## config.mk

```make
export PLATFORM = sky130hd
export DESIGN_NAME = dispatch_ctrl
export DESIGN_NICKNAME = d
export VERILOG_FILES = /design/src/rtl/dispatch_pkg.sv /design/src/rtl/dispatch_ctrl_class_decode.sv /design/src/rtl/dispatch_ctrl.sv
export SDC_FILE = /design/constraint.sdc
export NUM_CORES = 1
export LEC_CHECK = 0
export ABC_AREA = 1
export BUFFER_PORTS_ARGS = -buffer_cell sky130_fd_sc_hd__clkbuf_2
export CORE_ASPECT_RATIO = 1.5
export CORE_UTILIZATION = 35
export DETAILED_ROUTE_END_ITERATION = 12
export SYNTH_ARGS = -nofsm -noshare
export SYNTH_HDL_FRONTEND = slang
export SYNTH_HIERARCHICAL = 1
export SYNTH_SLANG_ARGS = --single-unit
```

## constraint.sdc

```tcl
create_clock -name clk -period 3.4 [get_ports clk]
set_input_delay 0.51 -clock clk [delete_from_list [all_inputs] [get_ports clk]]
set_output_delay 0.51 -clock clk [all_outputs]
set_load 0.01 [all_outputs]
```

## src/rtl/dispatch_pkg.sv

```systemverilog
// dispatch_pkg: shared FSM states, unit indices and default class-to-unit map for dispatch_ctrl.
package dispatch_pkg;
  typedef enum logic [2:0] {S_IDLE, S_DECODE, S_ISSUE, S_WAIT, S_RETIRE, S_ERR, S_TMO} state_t;
  localparam int UNIT_EU  = 0;
  localparam int UNIT_BIU = 1;
  localparam int UNIT_FCU = 2;
  localparam int CLS_W = 3;
  // Classes 0..5 -> EU, EU, BIU, BIU, unit 3 (absent with 3 units, so illegal), FCU
  localparam logic [23:0] DEF_CLASS_UNIT_MAP = 24'b000_000_010_011_001_001_000_000;
endpackage

```

## src/rtl/dispatch_ctrl_class_decode.sv

```systemverilog
// class_decode: leading-ones opcode class decode and class-to-unit lookup.
module class_decode
  import dispatch_pkg::*;
#(
  parameter int IR_W = 32,
  parameter int OP_MSB = 21,
  parameter int N_CLASSES = 6,
  parameter int N_UNITS = 3,
  parameter logic [23:0] CLASS_UNIT_MAP = DEF_CLASS_UNIT_MAP
) (
  input  logic [IR_W-1:0]  instr,
  output logic [CLS_W-1:0] k,
  output logic [1:0]       u,
  output logic             illegal
);
  logic [3:0] cnt;
  logic       run;
  logic [2:0] u_raw;
  logic       unused_bits;
  always_comb begin
    cnt = '0;
    run = 1'b1;
    for (int i = 0; i < N_CLASSES; i++) begin
      run = run & instr[OP_MSB-i];
      cnt = cnt + {3'b000, run};
    end
  end
  assign u_raw = 3'(CLASS_UNIT_MAP >> (3 * cnt));
  assign k = cnt[CLS_W-1:0];
  assign u = u_raw[1:0];
  assign illegal = (cnt == 4'(N_CLASSES)) || (u_raw >= 3'(N_UNITS));
  assign unused_bits = ^instr;
endmodule

```

## src/rtl/dispatch_ctrl.sv

```systemverilog
// dispatch_ctrl: single-issue instruction dispatch FSM driving N_UNITS functional units.
// Optional watchdog on WAIT enabled by `define DISPATCH_TIMEOUT_EN (adds err_timeout).
module dispatch_ctrl
  import dispatch_pkg::*;
#(
  parameter int IR_W = 32,
  parameter int OP_MSB = 21,
  parameter int N_CLASSES = 6,
  parameter int N_UNITS = 3,
  parameter logic [23:0] CLASS_UNIT_MAP = DEF_CLASS_UNIT_MAP,
  parameter int TIMEOUT_CYC = 255
) (
  input  logic               clk,
  input  logic               rst,
  input  logic               instr_valid,
  input  logic [IR_W-1:0]    instr,
  output logic               instr_ready,
  output logic [N_UNITS-1:0] unit_cs,
  output logic [CLS_W-1:0]   unit_sel,
  input  logic [N_UNITS-1:0] unit_done,
`ifdef DISPATCH_TIMEOUT_EN
  output logic               err_timeout,
`endif
  output logic               done,
  output logic               err_illegal,
  output logic               busy
);
  state_t state, nxt;
  logic [IR_W-1:0]  ir;
  logic [CLS_W-1:0] k;
  logic [1:0]       u;
  logic             illegal;
  logic [3:0]       done4;
  logic             cs_on;
  logic             tmo;
  class_decode #(
    .IR_W(IR_W), .OP_MSB(OP_MSB), .N_CLASSES(N_CLASSES),
    .N_UNITS(N_UNITS), .CLASS_UNIT_MAP(CLASS_UNIT_MAP)
  ) u_dec (
    .instr(ir), .k(k), .u(u), .illegal(illegal)
  );
`ifdef DISPATCH_TIMEOUT_EN
  localparam int TW0 = $clog2(TIMEOUT_CYC + 1);
  localparam int TW = TW0 < 8 ? 8 : (TW0 > 16 ? 16 : TW0);
  logic [TW-1:0] wcnt;
  always_ff @(posedge clk) begin
    if (rst || state != S_WAIT) wcnt <= '0;
    else wcnt <= wcnt + 1'b1;
  end
  assign tmo = (wcnt == TW'(TIMEOUT_CYC - 1));
  assign err_timeout = (state == S_TMO);
`else
  localparam int unused_tmo_cyc = TIMEOUT_CYC;
  assign tmo = 1'b0;
`endif
  always_ff @(posedge clk) begin
    if (rst) begin
      state <= S_IDLE;
      ir <= '0;
    end else begin
      state <= nxt;
      if (state == S_IDLE && instr_valid) ir <= instr;
    end
  end
  assign done4 = 4'(unit_done);
  always_comb begin
    nxt = state;
    case (state)
      S_IDLE:   nxt = instr_valid ? S_DECODE : S_IDLE;
      S_DECODE: nxt = illegal ? S_ERR : S_ISSUE;
      S_ISSUE:  nxt = S_WAIT;
      // A completion in the limit cycle still retires normally
      S_WAIT:   nxt = done4[u] ? S_RETIRE : (tmo ? S_TMO : S_WAIT);
      default:  nxt = S_IDLE;
    endcase
  end
  assign cs_on = (state == S_ISSUE) || (state == S_WAIT);
  assign unit_cs = cs_on ? N_UNITS'(4'b0001 << u) : '0;
  assign unit_sel = cs_on ? k : '0;
  assign instr_ready = (state == S_IDLE) && !rst;
  assign done = (state == S_RETIRE);
  assign err_illegal = (state == S_ERR);
  assign busy = (state != S_IDLE);
endmodule

```

==> results.yml, run 1 <==
placed_design:
  placed_cell_area_um2: 743
  io_buffers: 21
  place_inst: 134
  dp_hpwl_um: 987
  globalplace.congestion: 0.752
clock_tree:
  ctsRootBufferMaster: "clkbuf_4"
  cts.path.max_buffers: 2
  cts_made_buffers: 3
  htree_levels: 1
  cts_resized: 0
  postCtsHoldBufs: 0
  cts.clk_slew.worst_paths_ns: 0.06
  postCtsSetupBuffers: 0
  clock_sinks: 9
  cts_tree: "yes"
  worstSkewPairLatency_ns: 0.26
drt:
  wl_per_cell_um: 8.79
  dr_total_vias: 635
  routed_via_density: 4.60
  totalWireLength_um: 1210
  antenna_left: 0
  drt_iter0_markers: 10
  detail_route.first_pass.iterations: 3
  drc: 0
floorplanning:
  ios: 48
  start_util_pct: 37.2
  fp.dieH_um: 55.7
  row_count: 19
  core_um2: 1810
  die_w_um: 37.8
  die_area_um2: 2100
synthesis:
  syn_area_um2: 672
  syn-num-nets: 139
  syn_avg_cell_area_um2: 6.86
  yosys_warnings: 6
  syn_inst: 98
worst_setup_path:
  cp-startpoint: "ir[20]"
  reg2reg_slack_ns: 0.81
  cp_max_fo: 5
  r2r_start: "ir[20]"
  critPathRequiredTime_ns: 2.89
  critical_path_class: "reg2out"
  cp-end-kind: "output pin"
  critPathArrivalTime_ns: 2.66
  cp-start-kind: "register"
sta:
  min_period_over_period_pct: 93.1
  rsz0062_at_grt: "no"
  worst_pin_slew_ns: 0.296
  finalHoldViolCount: 0
  slew_violations: 0
  clock_skew_ns: 0.00103
  max_freq_mhz: 316
  slew_headroom_pct: 80.3
  tns_ns: 0
  setup_viol: 0
  period_needed_ns: 3.17
outcome:
  status: "finished clean"
power:
  p_sw_uw: 97.9
  combPwrFrac_pct: 27.3
  power_frac_clock_pct: 27.9
  vdd_drop_max_v: 0.000215
  sw_frac_of_total_pct: 33.4
  seq_power_share_pct: 44.9
  power.leakage_nw: 0.378
  internal_power_uw: 195
  powerDensity_nw_per_um2: 375
finish:
  multiInputGateArea_um2: 352
  nFillCells: 215
  final_cells: 138
  num-nets-final: 159
  final_cell_area_um2: 783
  antenna_cells: 0
  drive_gt1_share_pct: 33.3
  seq_area_um2: 180
  area_growth_pct: 16.6
run:
  maxCapViolCount: 0
worst_hold_path:
  hp-start: "rst"
  hold_class: "in2reg"
global_route:
  grt_max_degree: 14
  track_usage_pct: 14.0
  overflow: 0
  grt_pass1_wl_um: 2130
  grt_pass1_vias: 553
  antenna_found_initial: 0
[final cells by class]
type                       instances  area share [%]
tap                               21            3.35
multi-input combinational         58            44.9
inverter                          25            12.0
sequential                         9            23.0
timing repair buffer              21            13.4
clock buffer                       4            3.35
[cells in the final DEF (no fill, tap or decap), drive strengths merged]
master	n
o21ai	7
clkbuf	25
dfxtp	9
ha	2
nor3	6
nor2	9
nand2	12
a21oi	8
a21boi	1
nand3	9
inv	25
fa	1
nand4	3
[worst max-delay path, cell delays in order (launching register included)]
cell      delay (ns)
dfxtp_1         0.36
nand2_2         0.10
nor3_1          0.19
ha_1            0.15
ha_1            0.13
inv_1           0.04
fa_1            0.52
inv_1           0.10
nor2_4          0.14
nand2_1         0.10
o21ai_2         0.10
inv_1           0.11
nor3_2          0.19
clkbuf_2        0.15
[flip-flops by register name (all words and copies together), names as in the netlist]
| register | flops |
|---|---|
| ir | 6 |
| state | 3 |
[layer usage]
metal / vias to the layer above / global-route usage (%) / wire length [um]
met5: - / 0 / 0
met3: 2 / 2.40 / 30
met2: 10 / 22.4 / 679
li1: 340 / - / -
met1: 283 / 16.2 / 491
met4: 0 / 9.18 / 12
[power groups by stage]
stage | logic (mW) | registers, mW | clock network [mW]
floorplan | 0.0773 | 0.131 | 0
global placement | 0.0774 | 0.134 | 0
detailed placement | 0.0792 | 0.134 | 0
CTS | 0.0797 | 0.132 | 0.0869
global route | 0.0915 | 0.134 | 0.0937
finish | 0.0800 | 0.132 | 0.0818
[final timing paths]
check / endpoint / cells past startpoint
worst min register to register: ir[16] / 2
worst min-delay path: state[2] / 2
worst max-delay path: unit_cs[1] / 13
worst max register to register: state[1] / 16
[per-stage QoR]
step | hold WS (ns) | power [mW] | worst slack, ns | util, %
after floorplan | 0.423 | 0.208 | 0.643 | -
after global placement | 0.438 | 0.212 | 0.462 | 41.1
after detailed placement | 0.439 | 0.213 | 0.392 | 41.1
after CTS | 0.425 | 0.298 | 0.0825 | 42.6
after global routing | 0.434 | 0.319 | 0.0117 | 43.4
final | 0.434 | 0.293 | 0.233 | 43.4
Power figures use the tool's default switching activity.
==> run 2, diff against run 1 <==
ABC_AREA = 0   (was 1)
CORE_ASPECT_RATIO = default   (was 1.5)
==> results.yml, run 2 <==
outcome:
  status: "finished clean"
sta:
  slew_violations: 0
  max_freq_mhz: 323
  setup_viol: 0
  worst_pin_slew_ns: 0.425
  period_needed_ns: 3.10
  fin_ws_ns: 0.300
  finalHoldViolCount: 0
  tns_ns: 0
  rsz0062_at_grt: "no"
  clock_skew_ns: 0.00136
  slew_headroom_pct: 71.7
  min_period_over_period_pct: 91.2
finish:
  num-nets-final: 137
  nFillCells: 190
  regMostFlops: "ir"
  reg_top3: "ir (6), state (3)"
  drive_gt1_share_pct: 29.5
  layout_commonest_cell: "clkbuf_2"
  final_cell_mix: "clkbuf_2, nand2_1, dfxtp_1, a21oi_1"
  area_growth_pct: 16.6
  seq_area_um2: 180
  antenna_cells: 0
  multiInputGateArea_um2: 380
  final_cells: 120
  largest_register_ffs: 6
worst_setup_path:
  r2r_start: "ir[18]"
  cp-start-kind: "register"
  critical_path_class: "reg2out"
  cp-startpoint: "ir[18]"
  reg2reg_slack_ns: 0.73
  cp_common_cell: "ha_1"
  cp_max_fo: 5
  crit_path_top_delay_cell: "fa_1"
  slowest_delay_ns: 0.41
  critPathRequiredTime_ns: 2.89
  crit_path_end: "unit_cs[1]"
  path_buf_inv: 2
  rr_worst_depth: 11
  crit_chain: "and4_1 -> nor2b_1 -> ha_1 -> ha_1 -> inv_1 -> fa_1 -> nor2_1 -> mux2_2 -> nor3b_1 -> clkbuf_2"
  cp.depth: 10
  critPathArrivalTime_ns: 2.59
  r2r-end: "state[0]"
  cp-end-kind: "output pin"
  crit_family: "adder cells"
placed_design:
  post-place-ws_ns: 0.542
  dp_hpwl_um: 867
  place_inst: 116
  globalplace.congestion: 0.674
  io_buffers: 21
drt:
  routed_via_density: 4.61
  drt_iter0_markers: 5
  drc: 0
  totalWireLength_um: 1080
  antenna_left: 0
  dr_total_vias: 553
  wl_per_cell_um: 9.01
  detail_route.first_pass.iterations: 4
clock_tree:
  worstSkewPairLatency_ns: 0.25
  htree_levels: 1
  clock_sinks: 9
  postCtsSetupBuffers: 0
  cts.clk_slew.worst_paths_ns: 0.06
  cts.path.max_buffers: 2
  cts_resized: 0
  postCtsHoldBufs: 0
  cts_made_buffers: 3
  cts_tree: "yes"
  ctsRootBufferMaster: "clkbuf_4"
power:
  sw_frac_of_total_pct: 30.4
  vdd_drop_max_v: 0.000196
  combPwrFrac_pct: 23.6
  internal_power_uw: 197
  powerDensity_nw_per_um2: 384
  p_sw_uw: 86.2
  power_frac_clock_pct: 28.8
  power.leakage_nw: 0.344
  seq_power_share_pct: 47.7
run:
  maxCapViolCount: 0
floorplanning:
  die_area_um2: 1980
  core_um2: 1710
  start_util_pct: 37.1
  die_w_um: 44.5
  ios: 48
  row_count: 15
  fp.dieH_um: 44.5
global_route:
  grt_max_degree: 14
  grt_pass1_wl_um: 1920
  track_usage_pct: 13.2
  grt_pass1_vias: 443
  antenna_found_initial: 0
  overflow: 0
worst_hold_path:
  hold_class: "reg2reg"
synthesis:
  yosys_warnings: 6
  syn_area_um2: 633
  syn_avg_cell_area_um2: 8.12
  syn-num-nets: 119
  syn_inst: 78
run 2: layout make-up:
cell class                      count  area share (%)
Multi-Input combinational cell     57            51.5
Tap cell                           25            4.24
Inverter                            4            2.03
Timing Repair Buffer               21            14.2
Sequential cell                     9            24.4
Clock buffer                        4            3.56
run 2: metrics by stage:
step           hold WS [ns]  utilization [%]  area [um^2]  total power [mW]
2_1_floorplan         0.432                -          633             0.199
3_3_place_gp          0.448             41.7          712             0.205
3_5_place_dp          0.452             41.7          712             0.206
4_1_cts               0.460             43.2          738             0.288
5_1_grt               0.477             43.2          738             0.306
6_report              0.458             43.2          738             0.283
run 2: worst reg2reg max path, cell delays in order (launching register included):
cell and delay [ns]:
dfxtp_1 0.31, and4_1 0.22, nor2b_1 0.13, ha_1 0.27
ha_1 0.14, inv_1 0.04, fa_1 0.50, inv_1 0.06
nor2_1 0.26, mux2i_1 0.22, o221ai_1 0.18, a311oi_1 0.25
run 2: worst min-delay path by stage:
stage          startpoint      to  depth (start not counted)
4_1_cts            ir[16]  ir[16]                          2
3_5_place_dp       ir[16]  ir[16]                          2
5_1_grt         instr[17]  ir[17]                          3
3_3_place_gp       ir[16]  ir[16]                          2
2_1_floorplan      ir[16]  ir[16]                          2
6_report           ir[16]  ir[16]                          2
run 2: power groups by stage:
stage | Clock [mW] | Sequential [mW] | Combinational (mW)
floorplan | 0 | 0.126 | 0.0732
global placement | 0 | 0.138 | 0.0671
detailed placement | 0 | 0.138 | 0.0679
CTS | 0.0844 | 0.135 | 0.0680
global route | 0.0922 | 0.139 | 0.0754
finish | 0.0815 | 0.135 | 0.0668
run 2: routing by layer:
metal / track usage [%] / vias to the layer above / share of wire, %
li1: - / 295 / -
met1: 18.6 / 248 / 51
met2: 17.9 / 10 / 46
met3: 3.67 / 0 / 2.3
met4: 7.27 / 0 / 0
met5: 0 / - / 0
==> run 3, diff against run 2 <==
REMOVE_ABC_BUFFERS = 1   (was default)
TNS_END_PERCENT = 5   (was default)
==> results.yml, run 3 (synthesis gave the netlist of run 2 again) <==
worst_setup_path:
  cp-end-kind: "output pin"
  cp-start-kind: "register"
  critPathArrivalTime_ns: 2.61
  cp_max_fo: 5
  critical_path_class: "reg2out"
  critPathRequiredTime_ns: 2.89
sta:
  slew_violations: 0
  fin_ws_ns: 0.284
  setup_viol: 0
  period_needed_ns: 3.12
  clock_skew_ns: 0.00368
  tns_ns: 0
  slew_headroom_pct: 71.6
  rsz0062_at_grt: "no"
  min_period_over_period_pct: 91.6
  finalHoldViolCount: 0
  max_freq_mhz: 321
  worst_pin_slew_ns: 0.426
clock_tree:
  worstSkewPairLatency_ns: 0.25
  cts_resized: 0
  cts_tree: "yes"
  cts.clk_slew.worst_paths_ns: 0.06
  htree_levels: 1
  postCtsSetupBuffers: 0
  cts.path.max_buffers: 2
  clock_sinks: 9
  postCtsHoldBufs: 0
  cts_made_buffers: 3
  ctsRootBufferMaster: "clkbuf_4"
floorplanning:
  ios: 48
  die_area_um2: 1980
  start_util_pct: 37.1
  row_count: 15
  die_w_um: 44.5
  core_um2: 1710
  fp.dieH_um: 44.5
finish:
  nFillCells: 194
  num-nets-final: 137
  layout_commonest_cell: "clkbuf_2"
  area_growth_pct: 16.6
  largest_register_ffs: 6
  drive_gt1_share_pct: 29.5
  antenna_cells: 0
  reg_top3: "ir (6), state (3)"
  final_cell_mix: "clkbuf_2, nand2_1, dfxtp_1, a21oi_1"
  regMostFlops: "ir"
global_route:
  antenna_found_initial: 0
  grt_pass1_wl_um: 1750
  overflow: 0
  track_usage_pct: 11.4
  busiest_layer: "met1"
  grt_util_met2_pct: 15.9
  use_met1_pct: 18.0
  grt_max_degree: 14
  use_met3_pct: 1.22
  grt_pass1_vias: 393
drt:
  drt_iter0_markers: 1
  dr_total_vias: 546
  antenna_left: 0
  wl_per_cell_um: 8.95
  detail_route.first_pass.iterations: 2
  routed_via_density: 4.55
  drc: 0
  totalWireLength_um: 1070
placed_design:
  io_buffers: 21
  globalplace.congestion: 0.752
  dp_hpwl_um: 870
  post-place-ws_ns: 0.525
outcome:
  status: "finished clean"
power:
  power.leakage_nw: 0.344
  combPwrFrac_pct: 23.5
  power_frac_clock_pct: 28.2
  p_sw_uw: 84.7
  sw_frac_of_total_pct: 30.0
  internal_power_uw: 197
  powerDensity_nw_per_um2: 382
  seq_power_share_pct: 48.3
  vdd_drop_max_v: 0.000265
worst_hold_path:
  hold_class: "reg2reg"
run:
  maxCapViolCount: 0
## run 3: cell type report
| type | count | area [um^2] | area share, % |
|---|---|---|---|
| multi-input combinational | 57 | 380 | 51.5 |
| inverter | 4 | 15.0 | 2.03 |
| tap | 25 | 31.3 | 4.24 |
| sequential | 9 | 180 | 24.4 |
| timing repair buffer | 21 | 105 | 14.2 |
| clock buffer | 4 | 26.3 | 3.56 |
## run 3: power by group through the flow
stage	logic, mW	clock network, mW	registers (mW)
global route	0.0745	0.0899	0.138
finish	0.0663	0.0793	0.136
detailed placement	0.0672	0	0.138
CTS	0.0675	0.0805	0.136
global placement	0.0665	0	0.138
floorplan	0.0467	0	0.133
## run 3: per-stage QoR
stage	hold slack (ns)	utilization [%]	power (mW)	cells	cell area, um^2
after floorplan	0.426	-	0.180	70	576
after global placement	0.451	41.7	0.205	116	712
final	0.470	43.2	0.282	120	738
after CTS	0.470	43.2	0.284	120	738
after global routing	0.472	43.2	0.303	120	738
after detailed placement	0.461	41.7	0.206	116	712
## run 3: worst max-delay path, stage by stage, from the launching register on
cell      delay [ns]
dfxtp_1         0.32
and4_1          0.22
nor2b_1         0.13
ha_1            0.27
ha_1            0.14
inv_1           0.04
fa_1            0.41
nor2_1          0.24
mux2_2          0.25
nor3b_1         0.19
clkbuf_2        0.16
## run 3: routing by layer
metal | share of wire (%) | up-vias | routed length, um
li1 | - | 300 | -
met1 | 54 | 237 | 581
met2 | 44 | 9 | 469
met3 | 2.1 | 0 | 23
met4 | 0 | 0 | 0
met5 | 0 | - | 0
## run 3: path summary, 6_finish.rpt
| kind | startpoint | cells after the start | slack [ns] | to |
|---|---|---|---|---|
| min | ir[16] | 2 | 0.47 | ir[16] |
| max reg2reg | ir[18] | 11 | 0.68 | state[1] |
| max | ir[18] | 10 | 0.28 | unit_cs[1] |
| min reg2reg | ir[16] | 2 | 0.47 | ir[16] |
